File: src/rtl/gemm_tile_writeback.sv
// gemm_tile_writeback: two-slot (ping-pong) buffer of completed MxN GeMM tiles,
// drained to SRAM C one element per cycle in row-major order. Elements that fall
// outside the matrix (edge tiles) are skipped without a write, and the SRAM grant
// stalls the drain.
module gemm_tile_writeback #(
    parameter int OutDataWidth  = 32,
    parameter int AddrWidth     = 16,
    parameter int SizeAddrWidth = 8,
    parameter int M             = 4,
    parameter int N             = 4
) (
    input  logic                           clk_i,
    input  logic                           rst_i,
    input  logic                           tile_valid_i,
    output logic                           tile_ready_o,
    input  logic signed [OutDataWidth-1:0] tile_data_i [0:M*N-1],
    input  logic [SizeAddrWidth-1:0]       tile_m_i,
    input  logic [SizeAddrWidth-1:0]       tile_n_i,
    input  logic [SizeAddrWidth-1:0]       M_size_i,
    input  logic [SizeAddrWidth-1:0]       N_size_i,
    output logic [AddrWidth-1:0]           sram_c_addr_o,
    output logic signed [OutDataWidth-1:0] sram_c_wdata_o,
    output logic                           sram_c_we_o,
    input  logic                           sram_c_gnt_i,
    output logic                           tile_done_o,
    output logic                           busy_o
);

    localparam int NE = M * N;
    localparam int IW = (NE > 1) ? $clog2(NE) : 1;
    localparam int SW = SizeAddrWidth;
    localparam int RW = SizeAddrWidth + 1;
    localparam int AW = AddrWidth;
    localparam int OW = OutDataWidth;

    typedef enum logic [0:0] {
        IDLE  = 1'b0,
        DRAIN = 1'b1
    } state_t;

    // Bounds check is done one bit wider than the origin fields so that
    // origin + offset can never wrap back into range.
    function automatic logic elem_in_bounds(
        input logic [SW-1:0] tm,
        input logic [SW-1:0] tn,
        input logic [IW-1:0] idx,
        input logic [SW-1:0] msz,
        input logic [SW-1:0] nsz
    );
        logic [RW-1:0] row;
        logic [RW-1:0] col;
        row = {1'b0, tm} + RW'(int'(idx) / N);
        col = {1'b0, tn} + RW'(int'(idx) % N);
        return (row < {1'b0, msz}) && (col < {1'b0, nsz});
    endfunction

    // Row-major address of the element, truncated to the SRAM address width.
    function automatic logic [AW-1:0] elem_addr(
        input logic [SW-1:0] tm,
        input logic [SW-1:0] tn,
        input logic [IW-1:0] idx,
        input logic [SW-1:0] nsz
    );
        logic [RW-1:0] row;
        logic [RW-1:0] col;
        row = {1'b0, tm} + RW'(int'(idx) / N);
        col = {1'b0, tn} + RW'(int'(idx) % N);
        return AW'(row) * AW'(nsz) + AW'(col);
    endfunction

    state_t              state_r, state_n;
    logic [1:0]          count_r, count_n;
    logic                wr_ptr_r;
    logic                rd_ptr_r;
    logic [IW-1:0]       e_r, e_n;
    logic                we_r, we_n;
    logic [AW-1:0]       addr_r, addr_n;
    logic signed [OW-1:0] wdata_r, wdata_n;
    logic                done_r;

    logic signed [OW-1:0] slot_data_r [0:1][0:NE-1];
    logic [SW-1:0]        slot_m_r [0:1];
    logic [SW-1:0]        slot_n_r [0:1];

    logic                accept_s;
    logic                retire_s;
    logic                last_s;
    logic [IW-1:0]       nxt_idx_s;
    logic                from_slot_s;
    logic [SW-1:0]       new_m_s;
    logic [SW-1:0]       new_n_s;
    logic signed [OW-1:0] new_elem_s;
    logic signed [OW-1:0] nxt_elem_s;

    assign tile_ready_o   = (count_r < 2'd2);
    assign busy_o         = (count_r != 2'd0);
    assign sram_c_we_o    = we_r;
    assign sram_c_addr_o  = addr_r;
    assign sram_c_wdata_o = wdata_r;
    assign tile_done_o    = done_r;

    assign accept_s  = tile_valid_i && tile_ready_o;
    // An element retires on a granted write or on its single out-of-bounds cycle.
    assign retire_s  = (state_r == DRAIN) && (!we_r || sram_c_gnt_i);
    assign last_s    = retire_s && (e_r == IW'(NE - 1));
    assign nxt_idx_s = e_r + IW'(1);
    assign nxt_elem_s = slot_data_r[rd_ptr_r][nxt_idx_s];

    // Next tile to start: the other buffered slot if both are full, otherwise the
    // tile arriving this cycle (bypass so the first element has one-cycle latency).
    assign from_slot_s = (count_r == 2'd2);
    assign new_m_s     = from_slot_s ? slot_m_r[!rd_ptr_r] : tile_m_i;
    assign new_n_s     = from_slot_s ? slot_n_r[!rd_ptr_r] : tile_n_i;
    assign new_elem_s  = from_slot_s ? slot_data_r[!rd_ptr_r][0] : tile_data_i[0];

    // Occupancy: accept increments, retiring the last element of a tile frees a slot.
    always_comb begin
        count_n = count_r;
        case ({accept_s, last_s})
            2'b10:   count_n = count_r + 2'd1;
            2'b01:   count_n = count_r - 2'd1;
            default: count_n = count_r;
        endcase
    end

    // Drain FSM next state and next registered write-port values.
    always_comb begin
        state_n = state_r;
        e_n     = e_r;
        we_n    = we_r;
        addr_n  = addr_r;
        wdata_n = wdata_r;
        case (state_r)
            IDLE: begin
                if (accept_s) begin
                    state_n = DRAIN;
                    e_n     = '0;
                    we_n    = elem_in_bounds(new_m_s, new_n_s, '0, M_size_i, N_size_i);
                    addr_n  = elem_addr(new_m_s, new_n_s, '0, N_size_i);
                    wdata_n = new_elem_s;
                end else begin
                    we_n = 1'b0;
                end
            end
            DRAIN: begin
                if (last_s) begin
                    e_n = '0;
                    if (from_slot_s || accept_s) begin
                        we_n    = elem_in_bounds(new_m_s, new_n_s, '0, M_size_i, N_size_i);
                        addr_n  = elem_addr(new_m_s, new_n_s, '0, N_size_i);
                        wdata_n = new_elem_s;
                    end else begin
                        state_n = IDLE;
                        we_n    = 1'b0;
                    end
                end else if (retire_s) begin
                    e_n     = nxt_idx_s;
                    we_n    = elem_in_bounds(slot_m_r[rd_ptr_r], slot_n_r[rd_ptr_r],
                                             nxt_idx_s, M_size_i, N_size_i);
                    addr_n  = elem_addr(slot_m_r[rd_ptr_r], slot_n_r[rd_ptr_r],
                                        nxt_idx_s, N_size_i);
                    wdata_n = nxt_elem_s;
                end else begin
                    e_n = e_r;
                end
            end
            default: begin
                state_n = IDLE;
                we_n    = 1'b0;
            end
        endcase
    end

    // FSM state, element index and registered SRAM write port.
    always_ff @(posedge clk_i or posedge rst_i) begin
        if (rst_i) begin
            state_r <= IDLE;
            e_r     <= '0;
            we_r    <= 1'b0;
            addr_r  <= '0;
            wdata_r <= '0;
            done_r  <= 1'b0;
        end else begin
            state_r <= state_n;
            e_r     <= e_n;
            we_r    <= we_n;
            addr_r  <= addr_n;
            wdata_r <= wdata_n;
            done_r  <= last_s;
        end
    end

    // Slot occupancy count and ping-pong pointers.
    always_ff @(posedge clk_i or posedge rst_i) begin
        if (rst_i) begin
            count_r  <= 2'd0;
            wr_ptr_r <= 1'b0;
            rd_ptr_r <= 1'b0;
        end else begin
            count_r <= count_n;
            if (accept_s) begin
                wr_ptr_r <= !wr_ptr_r;
            end
            if (last_s) begin
                rd_ptr_r <= !rd_ptr_r;
            end
        end
    end

    // Tile storage: capture data and origin into the write-pointer slot.
    always_ff @(posedge clk_i or posedge rst_i) begin
        if (rst_i) begin
            for (int s = 0; s < 2; s++) begin
                slot_m_r[s] <= '0;
                slot_n_r[s] <= '0;
                for (int k = 0; k < NE; k++) begin
                    slot_data_r[s][k] <= '0;
                end
            end
        end else if (accept_s) begin
            slot_m_r[wr_ptr_r] <= tile_m_i;
            slot_n_r[wr_ptr_r] <= tile_n_i;
            for (int k = 0; k < NE; k++) begin
                slot_data_r[wr_ptr_r][k] <= tile_data_i[k];
            end
        end
    end

endmodule

File: config.mk
export PLATFORM = sky130hd
export DESIGN_NAME = gemm_tile_writeback
export DESIGN_NICKNAME = d
export VERILOG_FILES = /design/src/rtl/gemm_tile_writeback.sv
export SDC_FILE = /design/constraint.sdc
export NUM_CORES = 2
export LEC_CHECK = 0
export CORE_MARGIN = 8
export CORE_UTILIZATION = 55
export DETAILED_ROUTE_END_ITERATION = 8
export PLACE_DENSITY = 0.82
export SLEW_MARGIN = 20
export SYNTH_ARGS = -nofsm -noshare
export SYNTH_HDL_FRONTEND = slang
export SYNTH_SLANG_ARGS = --single-unit
File: constraint.sdc
create_clock -name clk_i -period 46.6 [get_ports clk_i]
set_input_delay 9.32 -clock clk_i [delete_from_list [all_inputs] [get_ports clk_i]]
set_output_delay 9.32 -clock clk_i [all_outputs]
set_load 0.005 [all_outputs]
-- Word level (Yosys, flattened, before mapping)
Cells that the tools add are included.
- multiplexer cells: 100
- multiply operators: 2
- reduce and logical (&&, ||, !) cells: 15
- bitwise gates (word level): 5
- add/subtract/negate cells: 7
- equality and inequality tests: 7
- $lt $le $gt $ge: 10
- operator list (operator ; number):
    $bwmux W1024 ; 16
    $demux W512 S1 ; 16
    $mux W512 ; 7
    $mux W480 ; 1
    $mux W448 ; 1
    $mux W416 ; 1
    $mux W384 ; 1
    $mux W352 ; 1
    $mux W320 ; 1
    $mux W288 ; 1
    $mux W256 ; 1
    $mux W32 ; 8
    $mux W224 ; 1
    $mux W192 ; 1
    $mux W160 ; 1
    $bmux W32 S4 ; 1
    $mux W128 ; 1
    $mux W8 ; 15
    $mux W96 ; 1
    $mux W16 ; 4
    $mux W64 ; 1
    $pmux W32 S2 ; 1
    $bwmux W16 ; 2
    $pmux W16 S2 ; 1
    35 further kinds ; 61
- logic and storage cells: 191
- flip-flop bits (word level): 1115
- input port bits: 548
- output and inout bits: 52

-- Logic depth before layout (Yosys ltp)
- depth in word-level cells: 21
- depth in mapped cells: 28

-- Worst setup path before layout
Ideal clock, no wire load.
- path type: input to register
- start: input tile_m_i[5]
- end: register addr_r[14] (netlist: sram_c_addr_o[14])
- buffers on the path: 0
- data arrival time: 13.381 ns
- stages on the path: 15
- setup slack: 33.090 ns
- required time: 46.471 ns
- cell sequence: nand2_1 -> o21ai_1 -> nand2_1 -> fa_1 -> fa_1 -> inv_1 -> fa_1 -> fa_1 -> ha_1 -> and3_1 -> a211oi_1 -> a211oi_1 -> or3b_2 -> a21oi_1 -> a211oi_1
- word-level cells in the longest chain between the ends: 6
- ends and longest elaborated chain (item ; RTL line ; RTL):
    start, declared ; 17 ; input logic [SizeAddrWidth-1:0] tile_m_i,
    $mux W8 (*) ; 112 ; assign new_m_s = from_slot_s ? slot_m_r[!rd_ptr_r] : tile_m_i;
    $mul A8 B8 Y16 (*) ; 68 ; return AW'(row) * AW'(nsz) + AW'(col);
    $add A16 B8 Y16 (*) ; 68 ;
    $mux W16 ; 148 ; if (from_slot_s || accept_s) begin
    $mux W16 ; 146 ; if (last_s) begin
    $pmux W16 S2 (*) ; 133 ; case (state_r)
    end signal, assigned ; 187 ; addr_r <= addr_n;
    end, declared ; 77 ; logic [AW-1:0] addr_r, addr_n;
Mark *: on every way between the ends. The rest lies on a longest branch, timed or not. The select of a mux whose other input is x is not followed.
A chain may end at the register's enable or synchronous reset.

-- Worst setup path in the final report
- start: input tile_valid_i
- end: register slot_data_r[577] in the netlist's numbering
- word-level cells in the longest chain between the ends: 1
- ends and longest elaborated chain (item ; RTL line ; RTL):
    start, declared ; 14 ; input logic tile_valid_i,
    $logic_and A1 B1 Y1 ; 102 ; assign accept_s = tile_valid_i && tile_ready_o;
    end signal, assigned by index ; 224 ; slot_data_r[wr_ptr_r][k] <= tile_data_i[k];
    end, declared ; 81 ; logic signed [OW-1:0] slot_data_r [0:1][0:NE-1];
Every way passes these cells.

==> impl_metrics.yaml <==
status:
  outcome: "complete, no violations"
drt:
  vias_per_cell: 6.05
  vias: 37300
  firstDrtPassIters: 7
  first_iter_violations: 3248
  ant_nets: 0
  top_layer: "met5"
  drc_errors: 0
  wirelength_um: 166000
  met1_length_um: 64300
  wl_per_cell_um: 27.0
  wl_met3_um: 13300
  met2_length_um: 79500
sta:
  fmax_mhz: 69.0
  hold_violations: 0
  whs_ps: 499
  min_period_over_period: 0.311
  fin_skew_ps: 54.3
  fin_crit_ps: 14500
  drv_slew: 0
  worst_pin_slew_ps: 1210
  maxSlewHeadroom: 0.192
  rsz0062_at_grt: "false"
  fin_setup_tns_ps: 0
  finalSetupViolCount: 0
critical_path:
  path_cells: "clkdlybuf4s50_1 > nor2b_1 > inv_1 > nor2_4 > buf_4 > buf_4 > buf_4 > buf_4 > mux2_2"
  cp_top_family: "buffers and inverters"
  crit_top_cell: "buf_4"
  crit_buf_inv: 6
  r2r_start: "e_r[0]$_DFFE_PP0P_"
  cp-end-kind: "flip-flop"
  cp_max_fo: 70
  path_class: "in2reg"
  critPathRequiredTime_ps: 47190
  rrSetupSlack_ps: 39300
  rr_endpoint: "sram_c_addr_o[15]$_DFFE_PP0P_"
  cp.arrival_ps: 15100
  cpMaxStageDelayCell: "buf_4"
  r2r_cells: 23
  startpoint_type: "input pin"
  critPathMaxStageDelay_ps: 870
synthesis:
  synth_seq_cells: 1115
  synth_area_sq_um: 56500
  yosysSeqAreaShare: 0.494
  synth_edf_count: 0
  synth_nets: 4876
  synth_top_cell_area_share: 0.494
  syn_avg_cell_area_sq_um: 13.7
  synth_top_cell_by_area: "dfrtp_1"
  syn_inst: 4127
  yosys-top-cells-area: "dfrtp_1 (49%), mux2_2 (21%), mux4_2 (10%)"
  ys_warn_count: 0
  yosysUniqueCellTypes: 64
  synthArstFlopShare: 1.00
  synth_top_flop_cell: "dfrtp_1"
cts:
  clk_pin_slew_ps: 60
  post_cts_resized: 0
  clockBufferDepth: 3
  cts_hold_buf: 0
  tritoncts: "yes"
  clkLatencyLatePin_ps: 730
  cts_setup_buffers: 0
  cts_made_buffers: 115
  cts.sinks: 1115
  ctsHtreeMaxLevel: 3
  root_buffer: "clkbuf_16"
cells_and_area:
  drive_gt1_frac: 0.336
  layout_common_cells: "dfrtp_1 (1,114), mux2_2 (1,062), clkdlybuf4s50_1 (599)"
  final_area_sq_um: 67700
  layout.cells.non_filler: 6162
  layout_commonest_cell: "dfrtp_1"
  nNetsFinal: 5377
  area_growth_syn_to_layout_pct: 19.9
  fillers: 7132
placement:
  place_inst: 5878
  placed_area_sq_um: 63400
  dp_hpwl_um: 117000
  port_buffers: 599
  place.gp.congestion: 0.897
global_routing:
  grt_pass1_wl_um: 250000
  grt_usage: 0.291
  overflow: 0
  antenna_found_initial: 88
  grt_max_degree: 177
  grt_pass1_vias: 39800
hold_path:
  whs_path_depth: 1
  hold_start: "slot_data_r[178]$_DFFE_PP0P_"
  hold_end: "slot_data_r[178]$_DFFE_PP0P_"
  min_path_type: "reg2reg"
run:
  maxCapViolations: 0
floorplan:
  die_h_um: 336
  dieArea_sq_um: 113000
  core_sq_um: 102000
  start_util: 0.555
  rows: 117
  die_x_um: 336
  ios: 600
power:
  p_leak_nw: 30.8
  ir_drop_v: 0.0000694
  power.density_nw_per_um2: 62.5
  p_total_mw: 4.23
==> routing by layer <==
metal / global-route usage / vias up
met2: 0.462 / 1316
met4: 0.142 / 48
met1: 0.369 / 19600
met3: 0.0843 / 391
li1: - / 15900
met5: 0 / -
==> cell usage after synthesis (11+ instances only) <==
master	n
mux4_2	256
mux2i_1	56
inv_1	159
ha_1	105
clkbuf_1	76
a211oi_1	11
buf_2	157
nor2_1	98
o21a_1	18
o21ai_0	31
nor2b_1	15
nand4_1	37
nand3_1	139
buf_4	15
a21oi_1	64
xnor2_1	28
fa_1	96
o221ai_1	33
dfrtp_1	1115
a21o_1	12
nand2_1	392
mux2_2	1062
and2_1	52
==> sequential cells by signal (all words and copies together), names as in the netlist <==
| register | cells |
|---|---|
| rd_ptr_r | 1 |
| state_r | 1 |
| sram_c_we_o | 1 |
| sram_c_addr_o | 16 |
| e_r | 4 |
| sram_c_wdata_o | 32 |
| wr_ptr_r | 1 |
| slot_data_r | 1024 |
| count_r | 2 |
| tile_done_o | 1 |
| slot_n_r | 16 |
| slot_m_r | 16 |
==> power by group <==
part	internal [mW]	total (mW)	leakage [nW]	switching, mW
logic	0.869	1.85	14.0	0.978
registers	1.24	1.40	14.8	0.160
clock network	0.586	0.983	2.02	0.398
total	2.70	4.23	30.8	1.54
==> per-stage QoR <==
step | setup slack (ps) | util
6_report | 32100 | 0.665
5_1_grt | 31850 | 0.665
4_1_cts | 32140 | 0.664
3_5_place_dp | 31410 | 0.623
3_3_place_gp | 31510 | 0.623
2_1_floorplan | 5880 | -
==> worst max path at each step <==
stage	startpoint	endpoint	slack, ps	cells past startpoint
after floorplan	rst_i	count_r[0]$_DFFE_PP0P_	5880	1
after global placement	tile_valid_i	slot_data_r[536]$_DFFE_PP0P_	31510	9
after detailed placement	tile_valid_i	slot_data_r[739]$_DFFE_PP0P_	31410	9
after CTS	tile_valid_i	slot_data_r[525]$_DFFE_PP0P_	32140	9
after global routing	tile_valid_i	slot_data_r[577]$_DFFE_PP0P_	31850	9
final	tile_valid_i	slot_data_r[577]$_DFFE_PP0P_	32100	9
==> cell families after synthesis <==
logic type	share of synthesized area
adder cells (fa/ha/maj)	0.0573
AND/OR/NAND/NOR	0.0607
flip-flops	0.494
XOR/XNOR	0.00574
multiplexers	0.324
AO/OA/AOI/OAI	0.0252
buffers and inverters	0.0329
==> final cells by class <==
type	instances	area, sq um	share of cell area
clock buffer	164	3390	0.0501
inverter	159	607	0.00896
sequential	1115	27900	0.412
antenna	67	168	0.00248
clock inverter	52	723	0.0107
timing repair buffer	644	6420	0.0948
multi-input combinational	2593	26800	0.395
tap	1368	1710	0.0253
Power figures use the tool's default switching activity.
